===== src/rtl/umi_req_arbiter.sv =====
// N-to-1 UMI request arbiter with a one-entry registered output stage.
// Multi-beat transactions hold the grant until their EOM beat is accepted.
module umi_req_arbiter #(
   parameter int N  = 4,
   parameter int CW = 32,
   parameter int AW = 64,
   parameter int DW = 128
) (
   input  logic                  clk,
   input  logic                  nreset,
   input  logic                  mode,
   input  logic [N-1:0]          mask,
   input  logic [N-1:0]          umi_in_valid,
   input  logic [N*CW-1:0]       umi_in_cmd,
   input  logic [N*AW-1:0]       umi_in_dstaddr,
   input  logic [N*AW-1:0]       umi_in_srcaddr,
   input  logic [N*DW-1:0]       umi_in_data,
   output logic [N-1:0]          umi_in_ready,
   output logic                  umi_out_valid,
   output logic [CW-1:0]         umi_out_cmd,
   output logic [AW-1:0]         umi_out_dstaddr,
   output logic [AW-1:0]         umi_out_srcaddr,
   output logic [DW-1:0]         umi_out_data,
   input  logic                  umi_out_ready,
   output logic                  lock_active,
   output logic [$clog2(N)-1:0]  grant_id
);

   localparam int IW = $clog2(N);
   localparam logic IDLE   = 1'b0;
   localparam logic LOCKED = 1'b1;

   logic          state;
   logic [IW-1:0] lock_id;
   logic [IW-1:0] ptr;

   logic [N-1:0]  req;
   logic [IW-1:0] rr_sel, pri_sel, sel, idx;
   logic          rr_hit, eligible, load, accept, eom;

   always_comb begin
      req     = umi_in_valid & ~mask;
      rr_sel  = '0;
      rr_hit  = 1'b0;
      idx     = '0;
      // Search starts just past the last requester that completed a transaction.
      for (int k = 1; k <= N; k++) begin
         idx = IW'((int'(ptr) + k) % N);
         if (!rr_hit && req[idx]) begin
            rr_hit = 1'b1;
            rr_sel = idx;
         end
      end
      pri_sel = '0;
      for (int i = N-1; i >= 0; i--)
         if (req[i]) pri_sel = IW'(i);

      if (state == LOCKED) begin
         sel      = lock_id;
         eligible = umi_in_valid[lock_id];
      end else if (mode) begin
         sel      = pri_sel;
         eligible = |req;
      end else begin
         sel      = rr_sel;
         eligible = rr_hit;
      end

      load   = ~umi_out_valid | umi_out_ready;
      accept = load & eligible & nreset;
      eom    = umi_in_cmd[int'(sel)*CW + 22];

      umi_in_ready = '0;
      for (int i = 0; i < N; i++)
         umi_in_ready[i] = accept && (sel == IW'(i));
   end

   always_ff @(posedge clk or negedge nreset) begin
      if (!nreset) begin
         umi_out_valid   <= 1'b0;
         umi_out_cmd     <= '0;
         umi_out_dstaddr <= '0;
         umi_out_srcaddr <= '0;
         umi_out_data    <= '0;
      end else if (accept) begin
         umi_out_valid   <= 1'b1;
         umi_out_cmd     <= umi_in_cmd[int'(sel)*CW +: CW];
         umi_out_dstaddr <= umi_in_dstaddr[int'(sel)*AW +: AW];
         umi_out_srcaddr <= umi_in_srcaddr[int'(sel)*AW +: AW];
         umi_out_data    <= umi_in_data[int'(sel)*DW +: DW];
      end else if (umi_out_ready) begin
         umi_out_valid   <= 1'b0;
      end
   end

   // ptr only advances on a completed transaction so a burst never skews fairness.
   always_ff @(posedge clk or negedge nreset) begin
      if (!nreset) begin
         state    <= IDLE;
         lock_id  <= '0;
         ptr      <= IW'(N-1);
         grant_id <= '0;
      end else if (accept) begin
         grant_id <= sel;
         if (eom) begin
            state <= IDLE;
            ptr   <= sel;
         end else begin
            state   <= LOCKED;
            lock_id <= sel;
         end
      end
   end

   assign lock_active = state;

endmodule


===== config.mk =====
export PLATFORM = sky130hd
export DESIGN_NAME = umi_req_arbiter
export DESIGN_NICKNAME = d
export VERILOG_FILES = /design/src/rtl/umi_req_arbiter.sv
export SDC_FILE = /design/constraint.sdc
export NUM_CORES = 1
export LEC_CHECK = 0
export BUFFER_PORTS_ARGS = -buffer_cell sky130_fd_sc_hd__buf_2
export CAP_MARGIN = 0
export CORE_AREA = 2 2 566 568
export CTS_CLUSTER_SIZE = 30
export DETAILED_ROUTE_END_ITERATION = 12
export DIE_AREA = 0 0 568 570
export SYNTH_ARGS = -nofsm -noshare
export SYNTH_HDL_FRONTEND = slang
export SYNTH_SLANG_ARGS = --single-unit

===== constraint.sdc =====
create_clock -name clk -period 3.47 [get_ports clk]
set_input_delay 0.5205 -clock clk [delete_from_list [all_inputs] [get_ports clk]]
set_output_delay 0.5205 -clock clk [all_outputs]
set_load 0.005 [all_outputs]

==> impl_metrics.yaml <==
outcome:
  status: "finished clean"
synthesis:
  ys_ff_latch: 296
  syn_avg_cell_area_um2: 8.84
  synth_cell_types: 40
  async_flop_share_pct: 100
  synth-main-ff-cell: "dfrtp_1"
  synth_area_um2: 18200
  yosysSeqAreaShare_pct: 40.7
  synth_edf_count: 0
  synth_nets: 3225
  syn_inst: 2061
  yosys_warnings: 0
clocking:
  cts_max_level: 2
  cts_tree: "done"
  cts_buffers: 47
  clockBufferDepth: 3
  cts_setup_buffers: 0
  clkSinkCount: 296
  clock_latency_ns: 0.70
  clkSlewWorstSetupHoldPaths_ns: 0.06
  clock-root-buffer: "clkbuf_16"
detailed_routing:
  wirelength_um: 233000
  num_vias: 24700
  first_pass_iters: 6
  ant_nets: 0
  remaining_drc_errors: 0
  vias_per_cell: 3.10
  wl_per_cell_um: 29.2
  drt_first_iter_violations: 1644
sta:
  drv_slew: 0
  rsz0062_at_grt: "yes"
  relSlewSlack_pct: 31.1
  hold_viol_final: 0
  tightestPinTransition_ns: 1.00
  setup_slack_ns: 0.118
  setup_tns_ns: 0
  skew_ns: 0.0297
  finalSetupViolations: 0
  max_freq_ghz: 0.298
  finalCriticalPeriod_ns: 3.35
  post-route-period-util_pct: 96.6
critical_path:
  critical_path.cell_chain: "or3b_1, a21oi_1, o31ai_2, and3_4, buf_12, buf_16, nor3_2, buf_2"
  crit_type: "reg2out"
  critPathMaxStageDelay_ns: 0.58
  critical_path.slowest_cell: "dfstp_2"
  cp_max_fo: 37
  start_kind: "register"
  end_kind: "primary output"
  arrival_ns: 2.83
  cp.required_ns: 2.95
job:
  max_cap_viol_count: 0
cells_and_area:
  nets: 4743
  areaGrowthSynthToFinish_pct: 86.8
  design_area_um2: 34000
  drive_gt1_share_pct: 46.3
  final_core_util_pct: 10.7
placed_design:
  pre_cts_slack_ns: -0.0969
  gp_congestion: 1.00
  hpwl_um: 204000
  place_area_um2: 31100
  io_buffer_count: 1459
global_route:
  grt_pass1_vias: 24200
  grt_antenna_before_repair: 228
  grt_pass1_wl_um: 282000
  grt_start_max_net_pins: 100
  groute.usage.overall_pct: 13.7
  globalRouteOverflowTotal: 0
die:
  start_util_pct: 5.74
  fp.dieH_um: 570
  coreArea_um2: 317000
  die_width_um: 568
  num_rows: 207
  io_pins: 1460
  dieArea_um2: 324000
power_and_ir_drop:
  p_per_area_nw_per_um2: 788
  leakagePower_nw: 15.8
  peakVddDrop_v: 0.000387
worst_hold_path:
  hold_path_class: "in2reg"
per-stage QoR:
step	total power [mW]	hold WS (ns)	instances
6_report	26.8	0.0876	7987
2_1_floorplan	12.1	0.225	2061
3_3_place_gp	22.2	0.459	7623
5_1_grt	28.7	0.0342	7923
3_5_place_dp	22.3	0.459	7623
4_1_cts	27.8	0.000599	7797
sequential cells by signal, summed over array words and instances, names as in the netlist:
name,flops
grant_id,2
umi_out_data,128
lock_id,2
ptr,2
umi_out_srcaddr,64
umi_out_cmd,32
umi_out_valid,1
umi_out_dstaddr,64
lock_active,1
final cells by class:
class / instances / area [µm²]
Antenna cell: 190 / 475
Clock buffer: 61 / 1330
Clock inverter: 26 / 259
Fill cell: 37100 / 283000
Inverter: 2 / 7.51
Multi-Input combinational cell: 1577 / 9900
Sequential cell: 296 / 7410
Tap cell: 4180 / 5230
Timing Repair Buffer: 1655 / 9410
worst paths after layout:
path,slack [ns],endpoint,cells past startpoint,startpoint
max in group asynchronous,1.29,umi_out_dstaddr[42]$_DFFE_PN0P_,5,nreset
min reg2reg,0.47,grant_id[1]$_DFFE_PN0P_,2,grant_id[1]$_DFFE_PN0P_
max,0.12,umi_in_ready[1],8,ptr[1]$_DFFE_PN1P_
max reg2reg,0.35,umi_out_data[80]$_DFFE_PN0P_,10,ptr[1]$_DFFE_PN1P_
min in group asynchronous,0.54,umi_out_dstaddr[17]$_DFFE_PN0P_,3,nreset
min,0.09,umi_out_srcaddr[47]$_DFFE_PN0P_,3,umi_in_srcaddr[47]
what timing repair did:
action / in CTS / in global routing
endpoints found under the setup margin: 3 / 2
pin swaps: 1 / 0
gates cloned: 0 / 0
hold endpoints to repair: 112 / 0
hold buffers: 87 / 0
resized for setup: 2 / 2
per-layer routing:
layer  vias up  track usage [%]  wire [µm]
li1      10700                -          -
met5         -                0        717
met2      1608             23.1     110000
met4       108             7.00      13700
met1     11800             14.1      82200
met3       521             6.77      27000
cells in the final DEF (no fill, tap or decap), drive strengths merged:
| cell | Yosys | final |
|---|---|---|
| a211oi | 110 | 110 |
| a21o | 1 | 1 |
| a21oi | 112 | 112 |
| a221oi | 172 | 172 |
| a31oi | 1 | 1 |
| and2b | 2 | 2 |
| and3 | 1 | 1 |
| buf | 72 | 1567 |
| bufinv | 0 | 3 |
| clkbuf | 114 | 62 |
| clkinv | 0 | 8 |
| clkinvlp | 0 | 10 |
| dfrtp | 294 | 294 |
| dfstp | 2 | 2 |
| diode | 0 | 190 |
| dlygate4sd3 | 0 | 87 |
| inv | 2 | 7 |
| mux2 | 1 | 1 |
| mux2i | 346 | 346 |
| mux4 | 1 | 1 |
| nand2 | 384 | 384 |
| nand2b | 4 | 4 |
| nand3 | 27 | 27 |
| nand3b | 1 | 1 |
| nor2 | 293 | 293 |
| nor2b | 1 | 1 |
| nor3 | 2 | 2 |
| o21a | 1 | 1 |
| o21ai | 112 | 112 |
| o31a | 1 | 1 |
| o31ai | 3 | 3 |
| or3b | 1 | 1 |
synthesized netlist by cell type (3+ instances only):
library cell / n / area [µm²]
buf_6: 21 / 236
a21oi_1: 112 / 561
a221oi_1: 166 / 1450
a211oi_1: 110 / 826
o21ai_1: 39 / 195
nor2_1: 290 / 1090
nand2_1: 384 / 1440
buf_2: 37 / 185
clkbuf_1: 113 / 424
mux2i_1: 346 / 3460
nor2_2: 3 / 18.8
buf_4: 10 / 75.1
nand3_1: 27 / 135
dfrtp_1: 294 / 7360
buf_1: 3 / 11.3
o21ai_0: 72 / 360
a221oi_2: 6 / 90.1
nand2b_1: 3 / 18.8
where the power goes:
part	switching [mW]	leakage, nW	total (mW)	internal (mW)
combinational	10.4	11.7	15.3	4.97
clock	2.28	0.757	5.21	2.93
sequential	1.09	3.29	6.29	5.19
total	13.7	15.8	26.8	13.1
cells by family (layout without fill, tap and decap cells):
kind of cell	count (synthesis)	count (layout)	synth area share, %
flip-flops	296	296	40.7
buffers and inverters	188	1744	5.28
multiplexers	348	348	19.2
AND/OR/NAND/NOR	716	716	15.3
other	0	190	0
AO/OA/AOI/OAI	513	513	19.6
critical path: cells and delay by family (launching register included):
family | cells | cell delay (ns)
AOI/OAI and AO/OA | 2 | 0.41
buffers and inverters | 3 | 0.60
DFF | 1 | 0.58
and+or+nand+nor | 3 | 0.50
No activity file was read; power rests on OpenSTA's default activity.
